### config.mk
export PLATFORM = sky130hd
export DESIGN_NAME = lsu_bus_master_flat
export DESIGN_NICKNAME = d
export VERILOG_FILES = /design/src/rtl/lsu_pkg.sv /design/src/rtl/lsu_bus_master_if.sv /design/src/rtl/lsu_lane_align.sv /design/src/rtl/lsu_bus_master.sv /design/src/flat_wrapper.sv
export SDC_FILE = /design/constraint.sdc
export NUM_CORES = 1
export LEC_CHECK = 0
export CAP_MARGIN = 30
export CELL_PAD_IN_SITES_DETAIL_PLACEMENT = 0
export CELL_PAD_IN_SITES_GLOBAL_PLACEMENT = 2
export CORE_ASPECT_RATIO = 1.1
export CORE_MARGIN = 3
export CORE_UTILIZATION = 35
export CTS_CLUSTER_DIAMETER = 150
export DETAILED_ROUTE_END_ITERATION = 7
export DONT_BUFFER_PORTS = 1
export PLACE_DENSITY = 0.92
export SLEW_MARGIN = 20
export SYNTH_ARGS = -nofsm -noshare
export SYNTH_HDL_FRONTEND = slang
export SYNTH_SLANG_ARGS = --single-unit
### constraint.sdc
create_clock -name clk -period 2.1 [get_ports clk]
set_input_delay 0.42 -clock clk [delete_from_list [all_inputs] [get_ports clk]]
set_output_delay 0.42 -clock clk [all_outputs]
set_load 0.005 [all_outputs]
### src/rtl/lsu_pkg.sv
// Shared types for the load/store unit: access sizes, response codes, FSM states,
// and the request legality check.
package lsu_pkg;

   typedef enum logic [1:0] {
      SZ_BYTE = 2'b00,
      SZ_HALF = 2'b01,
      SZ_WORD = 2'b10,
      SZ_ILL  = 2'b11
   } lsu_size_t;

   typedef enum logic [1:0] {
      ERR_OK       = 2'b00,
      ERR_MISALIGN = 2'b01,
      ERR_SIZE     = 2'b10,
      ERR_TIMEOUT  = 2'b11
   } lsu_err_t;

   typedef enum logic [1:0] {
      ST_IDLE = 2'b00,
      ST_BUS  = 2'b01,
      ST_RESP = 2'b10
   } lsu_state_t;

   // An illegal size wins over misalignment, since alignment is undefined for it.
   function automatic lsu_err_t check_req(input lsu_size_t size, input logic [1:0] addr_lo);
      if (size == SZ_ILL) return ERR_SIZE;
      if ((size == SZ_HALF && addr_lo[0]) || (size == SZ_WORD && addr_lo != 2'b00))
         return ERR_MISALIGN;
      return ERR_OK;
   endfunction

endpackage

### src/rtl/lsu_bus_master_if.sv
// Core-side request/response and memory-side bus signals of the load/store unit.
// The master modport is the LSU's view; slave is the core/memory environment.
interface lsu_bus_master_if #(
   parameter int ADDR_W = 32
);
   logic              req_valid;
   logic              req_ready;
   logic              req_we;
   logic [1:0]        req_size;
   logic              req_unsigned;
   logic [ADDR_W-1:0] req_addr;
   logic [31:0]       req_wdata;
   logic              resp_valid;
   logic [31:0]       resp_rdata;
   logic [1:0]        resp_err;
   logic              mem_req;
   logic              mem_we;
   logic [ADDR_W-1:0] mem_addr;
   logic [31:0]       mem_wdata;
   logic [3:0]        mem_wstrb;
   logic              mem_ready;
   logic [31:0]       mem_rdata;

   modport master (
      input  req_valid, req_we, req_size, req_unsigned, req_addr, req_wdata,
      output req_ready, resp_valid, resp_rdata, resp_err,
      output mem_req, mem_we, mem_addr, mem_wdata, mem_wstrb,
      input  mem_ready, mem_rdata
   );

   modport slave (
      output req_valid, req_we, req_size, req_unsigned, req_addr, req_wdata,
      input  req_ready, resp_valid, resp_rdata, resp_err,
      input  mem_req, mem_we, mem_addr, mem_wdata, mem_wstrb,
      output mem_ready, mem_rdata
   );

endinterface

### src/rtl/lsu_lane_align.sv
// Byte-lane steering between LSB-justified core data and a 32-bit memory word:
// store replication/strobes and load shift with sign or zero extension.
module lsu_lane_align
   import lsu_pkg::*;
(
   input  lsu_size_t   size,
   input  logic [1:0]  offset,
   input  logic        is_unsigned,
   input  logic [31:0] wdata,
   input  logic [31:0] rdata,
   output logic [31:0] lane_wdata,
   output logic [3:0]  lane_wstrb,
   output logic [31:0] load_data
);
   logic [31:0] byte_rep;
   logic [31:0] half_rep;
   logic [31:0] shifted;

   // Replicating into every lane lets the strobes alone pick the target bytes.
   genvar gi;
   generate
      for (gi = 0; gi < 4; gi++) begin : g_byte_rep
         assign byte_rep[gi*8 +: 8] = wdata[7:0];
      end
      for (gi = 0; gi < 2; gi++) begin : g_half_rep
         assign half_rep[gi*16 +: 16] = wdata[15:0];
      end
   endgenerate

   assign shifted = rdata >> {offset, 3'b000};

   always_comb begin
      lane_wdata = wdata;
      lane_wstrb = 4'b0000;
      load_data  = shifted;
      case (size)
         SZ_BYTE: begin
            lane_wdata = byte_rep;
            lane_wstrb = 4'b0001 << offset;
            load_data  = {{24{shifted[7] & ~is_unsigned}}, shifted[7:0]};
         end
         SZ_HALF: begin
            lane_wdata = half_rep;
            lane_wstrb = 4'b0011 << offset;
            load_data  = {{16{shifted[15] & ~is_unsigned}}, shifted[15:0]};
         end
         SZ_WORD: begin
            lane_wstrb = 4'b1111;
         end
         default: begin
            lane_wstrb = 4'b0000;
            load_data  = '0;
         end
      endcase
   end

endmodule

### src/rtl/lsu_bus_master.sv
// Load/store initiator: one byte/half/word access at a time onto a word-addressed bus.
// Define LSU_BUS_TIMEOUT_EN to abort bus waits of TIMEOUT_CYCLES cycles with ERR_TIMEOUT.
module lsu_bus_master
   import lsu_pkg::*;
#(
   parameter int ADDR_W         = 32,
   parameter int TIMEOUT_CYCLES = 16
) (
   input logic              clk,
   input logic              rst,
   lsu_bus_master_if.master bus
);
   lsu_state_t        state_reg, state_next;
   logic              we_reg;
   lsu_size_t         size_reg;
   logic              unsigned_reg;
   logic [ADDR_W-1:0] addr_reg;
   logic [31:0]       wdata_reg;
   lsu_err_t          err_reg;
   logic [31:0]       rdata_reg;
   lsu_err_t          req_check;
   logic              accept;
   logic              capture;
   logic              timed_out;
   logic [31:0]       lane_wdata;
   logic [31:0]       load_data;
   logic [3:0]        lane_wstrb;

   assign req_check = check_req(lsu_size_t'(bus.req_size), bus.req_addr[1:0]);

   lsu_lane_align u_align (
      .size        (size_reg),
      .offset      (addr_reg[1:0]),
      .is_unsigned (unsigned_reg),
      .wdata       (wdata_reg),
      .rdata       (bus.mem_rdata),
      .lane_wdata  (lane_wdata),
      .lane_wstrb  (lane_wstrb),
      .load_data   (load_data)
   );

`ifdef LSU_BUS_TIMEOUT_EN
   localparam int CNT_W = $clog2(TIMEOUT_CYCLES + 1);
   logic [CNT_W-1:0] wait_cnt_reg;

   always_ff @(posedge clk) begin
      if (rst || state_reg != ST_BUS) wait_cnt_reg <= '0;
      else if (!bus.mem_ready)        wait_cnt_reg <= wait_cnt_reg + CNT_W'(1);
   end

   // A mem_ready in the limit cycle completes normally instead of timing out.
   assign timed_out = (state_reg == ST_BUS) && !bus.mem_ready &&
                      (wait_cnt_reg == CNT_W'(TIMEOUT_CYCLES - 1));
`else
   // No bus-wait limit in this build; the expression is constant false.
   assign timed_out = (TIMEOUT_CYCLES < 0);
`endif

   always_ff @(posedge clk) begin
      if (rst) state_reg <= ST_IDLE;
      else     state_reg <= state_next;
   end

   always_ff @(posedge clk) begin
      if (rst) begin
         we_reg       <= 1'b0;
         size_reg     <= SZ_BYTE;
         unsigned_reg <= 1'b0;
         addr_reg     <= '0;
         wdata_reg    <= '0;
         err_reg      <= ERR_OK;
         rdata_reg    <= '0;
      end else if (accept) begin
         we_reg       <= bus.req_we;
         size_reg     <= lsu_size_t'(bus.req_size);
         unsigned_reg <= bus.req_unsigned;
         addr_reg     <= bus.req_addr;
         wdata_reg    <= bus.req_wdata;
         err_reg      <= req_check;
         rdata_reg    <= '0;
      end else if (capture) begin
         rdata_reg    <= we_reg ? 32'h0 : load_data;
      end else if (timed_out) begin
         err_reg      <= ERR_TIMEOUT;
      end
   end

   always_comb begin
      state_next     = state_reg;
      accept         = 1'b0;
      capture        = 1'b0;
      bus.req_ready  = 1'b0;
      bus.resp_valid = 1'b0;
      bus.resp_rdata = '0;
      bus.resp_err   = ERR_OK;
      bus.mem_req    = 1'b0;
      bus.mem_we     = 1'b0;
      bus.mem_addr   = '0;
      bus.mem_wdata  = '0;
      bus.mem_wstrb  = '0;
      unique case (state_reg)
         ST_IDLE: begin
            bus.req_ready = 1'b1;
            if (bus.req_valid) begin
               accept     = 1'b1;
               state_next = (req_check == ERR_OK) ? ST_BUS : ST_RESP;
            end
         end
         ST_BUS: begin
            bus.mem_req   = 1'b1;
            bus.mem_we    = we_reg;
            bus.mem_addr  = {addr_reg[ADDR_W-1:2], 2'b00};
            bus.mem_wdata = we_reg ? lane_wdata : 32'h0;
            bus.mem_wstrb = we_reg ? lane_wstrb : 4'b0000;
            if (bus.mem_ready) begin
               capture    = 1'b1;
               state_next = ST_RESP;
            end else if (timed_out) begin
               state_next = ST_RESP;
            end
         end
         ST_RESP: begin
            bus.resp_valid = 1'b1;
            bus.resp_rdata = rdata_reg;
            bus.resp_err   = err_reg;
            state_next     = ST_IDLE;
         end
         default: state_next = ST_IDLE;
      endcase
   end

endmodule

### src/flat_wrapper.sv
// flat-port wrapper written by rule: the top's interface ports become plain ports
module lsu_bus_master_flat import lsu_pkg::*;
#(
   parameter int ADDR_W         = 32,
   parameter int TIMEOUT_CYCLES = 16
)
  (clk, rst, bus_req_valid, bus_req_we, bus_req_size, bus_req_unsigned, bus_req_addr, bus_req_wdata, bus_req_ready, bus_resp_valid, bus_resp_rdata, bus_resp_err, bus_mem_req, bus_mem_we, bus_mem_addr, bus_mem_wdata, bus_mem_wstrb, bus_mem_ready, bus_mem_rdata);
  lsu_bus_master_if #(.ADDR_W(ADDR_W)) bus_i ();
  input logic clk;
  input logic rst;
  input wire logic [$bits(bus_i.req_valid)-1:0] bus_req_valid;
  input wire logic [$bits(bus_i.req_we)-1:0] bus_req_we;
  input wire logic [$bits(bus_i.req_size)-1:0] bus_req_size;
  input wire logic [$bits(bus_i.req_unsigned)-1:0] bus_req_unsigned;
  input wire logic [$bits(bus_i.req_addr)-1:0] bus_req_addr;
  input wire logic [$bits(bus_i.req_wdata)-1:0] bus_req_wdata;
  output wire logic [$bits(bus_i.req_ready)-1:0] bus_req_ready;
  output wire logic [$bits(bus_i.resp_valid)-1:0] bus_resp_valid;
  output wire logic [$bits(bus_i.resp_rdata)-1:0] bus_resp_rdata;
  output wire logic [$bits(bus_i.resp_err)-1:0] bus_resp_err;
  output wire logic [$bits(bus_i.mem_req)-1:0] bus_mem_req;
  output wire logic [$bits(bus_i.mem_we)-1:0] bus_mem_we;
  output wire logic [$bits(bus_i.mem_addr)-1:0] bus_mem_addr;
  output wire logic [$bits(bus_i.mem_wdata)-1:0] bus_mem_wdata;
  output wire logic [$bits(bus_i.mem_wstrb)-1:0] bus_mem_wstrb;
  input wire logic [$bits(bus_i.mem_ready)-1:0] bus_mem_ready;
  input wire logic [$bits(bus_i.mem_rdata)-1:0] bus_mem_rdata;
  assign bus_i.req_valid = bus_req_valid;
  assign bus_i.req_we = bus_req_we;
  assign bus_i.req_size = bus_req_size;
  assign bus_i.req_unsigned = bus_req_unsigned;
  assign bus_i.req_addr = bus_req_addr;
  assign bus_i.req_wdata = bus_req_wdata;
  assign bus_req_ready = bus_i.req_ready;
  assign bus_resp_valid = bus_i.resp_valid;
  assign bus_resp_rdata = bus_i.resp_rdata;
  assign bus_resp_err = bus_i.resp_err;
  assign bus_mem_req = bus_i.mem_req;
  assign bus_mem_we = bus_i.mem_we;
  assign bus_mem_addr = bus_i.mem_addr;
  assign bus_mem_wdata = bus_i.mem_wdata;
  assign bus_mem_wstrb = bus_i.mem_wstrb;
  assign bus_i.mem_ready = bus_mem_ready;
  assign bus_i.mem_rdata = bus_mem_rdata;
  lsu_bus_master #(.ADDR_W(ADDR_W), .TIMEOUT_CYCLES(TIMEOUT_CYCLES)) u_core (.clk(clk), .rst(rst), .bus(bus_i));
endmodule
==> flow_metrics.py, run 1 <==
metrics = {
    "place": {
        "place.gp.congestion": 0.818,
        "place_hpwl_mm": 11.8,
        "port_buffers": 0,
        "place_ws_ns": 0.172,
    },
    "yosys": {
        "synthCells": 689,
        "ys_ff_latch": 104,
        "yosysWarnings": 0,
        "synth_edf_count": 0,
        "synthDistinctLibCells": 43,
        "syn-cell-area_mm2": 0.00541,
        "avgSynthCellArea_um2": 7.85,
        "yosysSeqAreaShare_pct": 38.5,
        "synth-main-ff-cell": "dfxtp_1",
        "synth-async-reset-ratio_pct": 0,
    },
    "status": {
        "outcome": "completed",
    },
    "routing": {
        "route.met2.wl_mm": 8.11,
        "routedWlPerCell_um": 18.7,
        "met1_length_mm": 6.62,
        "via_count": 4664,
        "route.detailed.drc": 0,
        "routed_wl_mm": 16.2,
        "vias_per_cell": 5.39,
        "drtPass1Iterations": 4,
        "dr_wl_met3_mm": 1.24,
        "antenna_left": 0,
        "first_iter_violations": 246,
        "dr.max_layer_used": "met4",
    },
    "timing": {
        "setup_slack_ns": 0.124,
        "timing.final.hold_violations": 0,
        "worst_pin_slew_ns": 0.562,
        "final-setup-viol-count": 0,
        "fin_skew_ns": 0.00479,
        "slew_violations": 0,
        "period_share_pct": 94.1,
        "clock.fmax_mhz": 506,
        "min_period_ns": 1.98,
        "slew_headroom_pct": 62.4,
    },
    "die": {
        "die_width_um": 125,
        "start_util_pct": 35.8,
        "ioPinCount": 210,
        "die_height_um": 136,
        "dieArea_mm2": 0.0170,
        "num_rows": 47,
        "coreArea_mm2": 0.0151,
    },
    "power_and_ir_drop": {
        "peakVddDrop_mv": 0.360,
        "p_leak_nw": 2.07,
        "powerDensity_mw_per_mm2": 758,
    },
    "clock_network": {
        "cts.sink_count": 104,
        "tritoncts": "done",
        "path_clk_slew_ns": 0.07,
        "cts_inserted_buffers": 9,
        "cts.path.max_buffers": 2,
        "cts_hold_buf": 0,
        "cts.root.buffer_cell": "clkbuf_16",
        "htree_levels": 3,
        "clkLatencyLatePin_ns": 0.35,
    },
    "layout": {
        "final_common_cell": "nand2_1",
        "nets": 769,
        "area_growth_pct": 8.61,
        "n_antenna_cell": 0,
        "drive_gt1_share_pct": 11.2,
        "final_cell_mix": "182 x nand2_1, 100 x dfxtp_1, 96 x a21oi_1, 64 x and2_1, 48 x nor2_1",
        "final_util_pct": 38.9,
    },
    "grt": {
        "grt_max_degree": 75,
        "grt_pass1_vias": 4445,
        "antenna_found_initial": 0,
        "gr-total-overflow": 0,
        "track_usage_pct": 18.4,
        "grt_pass1_wl_mm": 25.2,
    },
    "critical_path": {
        "crit_path_start_kind": "register",
        "r2r_slack_ns": 0.30,
        "worstPathArrival_ns": 1.56,
        "setup.worst_path.class": "register to output port",
        "cp_max_fo": 24,
        "endpoint_kind": "output port",
        "critPathRequiredTime_ns": 1.68,
    },
    "run": {
        "drv_cap": 0,
    },
    "min_path": {
        "hold_path.class": "input port to register",
    },
}
-- report_power, final --
| group | switching, mW | internal (mW) | total [mW] |
|---|---|---|---|
| Clock | 0.819 | 0.816 | 1.63 |
| Combinational | 0.399 | 0.251 | 0.649 |
| Sequential | 0.0862 | 2.08 | 2.16 |
| Total | 1.30 | 3.14 | 4.45 |
-- layout make-up --
class                           count  area (um^2)
Timing Repair Buffer               23          184
Fill cell                        1568         9240
Inverter                            3         11.3
Multi-Input combinational cell    524         3070
Clock buffer                        9          225
Tap cell                          196          245
Clock inverter                      7         53.8
Sequential cell                   104         2090
-- final timing paths --
| kind | start | to | cells after the start |
|---|---|---|---|
| worst min-delay path | rst | u_core.size_reg[1] | 1 |
| worst min register to register | u_core.err_reg[1] | u_core.err_reg[1] | 2 |
| worst max register to register | u_core.size_reg[1] | u_core.rdata_reg[27] | 5 |
| worst max-delay path | u_core.state_reg[1] | bus_mem_wdata[15] | 5 |
-- cell usage after synthesis (all sizes together), types with 3 or more instances --
| master | n | area [um^2] |
|---|---|---|
| and2 | 64 | 400 |
| a211oi | 5 | 42.5 |
| a21oi | 96 | 480 |
| nor2 | 50 | 198 |
| mux2 | 8 | 90.1 |
| nand2b | 3 | 18.8 |
| buf | 24 | 144 |
| o41ai | 8 | 70.1 |
| clkbuf | 35 | 131 |
| mux4 | 8 | 180 |
| dfxtp | 104 | 2080 |
| a221oi | 15 | 131 |
| inv | 3 | 11.3 |
| a22oi | 8 | 60.1 |
| nor2b | 3 | 18.8 |
| mux2i | 27 | 270 |
| and3 | 8 | 50.1 |
| nand2 | 183 | 687 |
| a21boi | 8 | 60.1 |
| o22ai | 8 | 50.1 |
-- critical path, stage by stage, from the launching register on --
cell	delay, ns
dfxtp_2	0.36
nor2b_2	0.15
nand2_1	0.19
buf_6	0.23
a21oi_1	0.13
buf_4	0.13
-- metal layers --
metal	up-vias	GRT usage (%)
met2	165	32.2
met4	0	5.85
met1	2197	21.4
li1	2284	-
met3	18	6.09
met5	-	0
-- through the flow --
stage | power (mW) | hold WS (ns) | area, um^2 | TNS [ns] | std cells
2_1_floorplan | 2.71 | 0.427 | 5410 | 0 | 690
3_3_place_gp | 2.84 | 0.431 | 5570 | 0 | 850
3_5_place_dp | 2.86 | 0.436 | 5570 | 0 | 850
4_1_cts | 4.50 | 0.122 | 5850 | 0 | 866
5_1_grt | 4.65 | 0.110 | 5870 | -0.00693 | 866
6_report | 4.45 | 0.121 | 5870 | 0 | 866
-- kinds of logic (layout without fill, tap and decap cells) --
family | count (synthesis) | count (layout) | share of synthesized area, %
xor gates and xnor gates | 1 | 1 | 0.162
buffers and inverters | 62 | 42 | 5.30
and+or+nand+nor | 325 | 325 | 28.7
AOI/OAI and AO/OA | 153 | 153 | 17.3
muxes | 43 | 43 | 10.0
other | 1 | 2 | 0.0694
DFF | 104 | 104 | 38.5
-- timing repair --
item | CTS | global route
endpoints found under the setup margin | 1 | 12
buffers inserted | 0 | 0
resized for setup | 1 | 6
Power figures use the tool's default switching activity.
==> run 2: changes to the inputs <==
--- a/config.mk
+++ b/config.mk
@@ -14,7 +14,7 @@
 export CTS_CLUSTER_DIAMETER = 150
 export DETAILED_ROUTE_END_ITERATION = 7
 export DONT_BUFFER_PORTS = 1
-export PLACE_DENSITY = 0.92
+export PLACE_DENSITY = 0.84
 export SLEW_MARGIN = 20
 export SYNTH_ARGS = -nofsm -noshare
 export SYNTH_HDL_FRONTEND = slang
==> run 2 against run 1 <==
  * Flip-flop and latch count stayed put
  * Via count is 0.21% lower
  * Power rose by 1.2%
  * Clock-buffer cell count grew 1
  * Core utilization is 0.12 points higher
  * Worst setup slack better by 0.0078 ns
  * Register-to-register slack got worse by 0.08 ns
  * Clock skew hardly changed
  * Combinational power rose by 1%
  * Non-clock buffer count fell by 2
  * Critical endpoint unchanged
==> flow_metrics.py, run 2 (synthesized netlist as in run 1, its figures left out) <==
metrics = {
    "status": {
        "outcome": "completed",
    },
    "grt": {
        "grt_pass1_vias": 4729,
        "antenna_found_initial": 0,
        "gr-total-overflow": 0,
        "track_usage_pct": 18.5,
        "grt_max_degree": 75,
        "grt_pass1_wl_mm": 25.3,
    },
    "die": {
        "ioPinCount": 210,
        "die_width_um": 125,
        "coreArea_mm2": 0.0151,
        "die_height_um": 136,
        "dieArea_mm2": 0.0170,
        "num_rows": 47,
        "start_util_pct": 35.8,
    },
    "run": {
        "drv_cap": 0,
    },
    "layout": {
        "drive_gt1_share_pct": 11.1,
        "nets": 767,
        "final_common_cell": "nand2_1",
        "n_antenna_cell": 0,
        "final_util_pct": 39.0,
        "final_cell_mix": "181 x nand2_1, 100 x dfxtp_1, 96 x a21oi_1, 64 x and2_1, 48 x nor2_1",
        "area_growth_pct": 8.96,
    },
    "timing": {
        "period_share_pct": 93.7,
        "final-setup-viol-count": 0,
        "finalSetupTns_ns": 0,
        "min_period_ns": 1.97,
        "setup_slack_ns": 0.132,
        "timing.final.hold_violations": 0,
        "slew_violations": 0,
        "clock.fmax_mhz": 508,
        "worst_pin_slew_ns": 0.786,
        "fin_skew_ns": 0.00526,
        "slew_headroom_pct": 47.5,
        "rsz0062_at_grt": "no",
    },
    "critical_path": {
        "reg2regPathDepth": 4,
        "setup.worst_path.class": "register to output port",
        "cp.depth": 4,
        "critPathTopFamily": "flip-flops",
        "critPathRequiredTime_ns": 1.68,
        "r2r-end": "u_core.rdata_reg[9]",
        "cp-startpoint": "u_core.size_reg[1]",
        "crit_path_cell_trace": "or2_2 -> buf_4 -> nand2_1 -> a21oi_1",
        "crit_path_start_kind": "register",
        "critPathSlowestCell": "dfxtp_2",
        "cp_max_fo": 10,
        "rr_startpoint": "u_core.addr_reg[0]",
        "path_buf_inv": 1,
        "max_stage_delay_ns": 0.48,
        "worstPathArrival_ns": 1.55,
        "r2r_slack_ns": 0.22,
        "endpoint": "bus_mem_wdata[15]",
        "endpoint_kind": "output port",
    },
    "clock_network": {
        "cts_setup_buffers": 0,
        "clkLatencyLatePin_ns": 0.35,
        "cts_inserted_buffers": 9,
        "cts.sink_count": 104,
        "cts_hold_buf": 0,
        "path_clk_slew_ns": 0.07,
        "htree_levels": 3,
        "cts.root.buffer_cell": "clkbuf_16",
        "cts_resized": 3,
        "tritoncts": "done",
        "cts.path.max_buffers": 2,
    },
    "routing": {
        "drtPass1Iterations": 7,
        "route.detailed.drc": 0,
        "vias_per_cell": 5.39,
        "via_count": 4654,
        "antenna_left": 0,
        "routedWlPerCell_um": 18.5,
        "first_iter_violations": 270,
        "routed_wl_mm": 16.0,
    },
    "place": {
        "place_hpwl_mm": 11.6,
        "place_ws_ns": 0.217,
        "port_buffers": 0,
        "place.gp.congestion": 0.873,
    },
    "min_path": {
        "hold_path.class": "input port to register",
    },
    "power_and_ir_drop": {
        "peakVddDrop_mv": 0.309,
        "powerDensity_mw_per_mm2": 764,
        "p_total_mw": 4.50,
        "p_leak_nw": 2.07,
    },
}
[run 2: cell types whose count changed in the layout (fill, tap and decap cells not counted), moves of 2 or more]
cell / change
inv_6: -3
buf_12: +2
clkinv_2: +2
buf_4: -4
[run 2: how the worst min path moves through the flow]
stage	from	to	cells past startpoint
floorplan	u_core.rdata_reg[16]	u_core.rdata_reg[16]	2
global placement	u_core.addr_reg[9]	u_core.addr_reg[9]	2
detailed placement	u_core.addr_reg[11]	u_core.addr_reg[11]	2
CTS	rst	u_core.size_reg[1]	1
global route	rst	u_core.addr_reg[0]	1
finish	rst	u_core.err_reg[0]	1
[run 2: report_power, final]
part / leakage [nW] / internal (mW) / switching (mW)
Clock: 0.138 / 0.919 / 0.757
Combinational: 1.08 / 0.258 / 0.398
Sequential: 0.851 / 2.08 / 0.0880
[run 2: worst register-to-register path, cell delays in order, from the launching register on]
cell	delay, ns
dfxtp_2	0.53
buf_4	0.24
nor3b_1	0.67
a221oi_1	0.22
o22ai_1	0.15
[run 2: per-stage QoR]
stage,hold WS [ns],area (um^2),std cells
floorplan,0.427,5410,690
global placement,0.432,5580,848
detailed placement,0.437,5580,848
CTS,0.135,5880,864
global route,0.116,5890,864
finish,0.139,5890,864
[run 2: cell type report]
cell class,instances,area (um^2)
repair buffers,21,190
fillers,1548,9220
well taps,196,245
multi-input cells,524,3070
inverters,3,11.3
clock inverters,6,60.1
flip-flops and latches,104,2090
clock buffers,10,229
[run 2: routing by layer]
layer | global-route usage, % | wire length, um | vias to the layer above
met5 | 0 | 0 | -
met3 | 6.76 | 1410 | 23
met1 | 21.2 | 6430 | 2175
li1 | - | - | 2277
met4 | 7.31 | 323 | 0
met2 | 31.4 | 7850 | 179
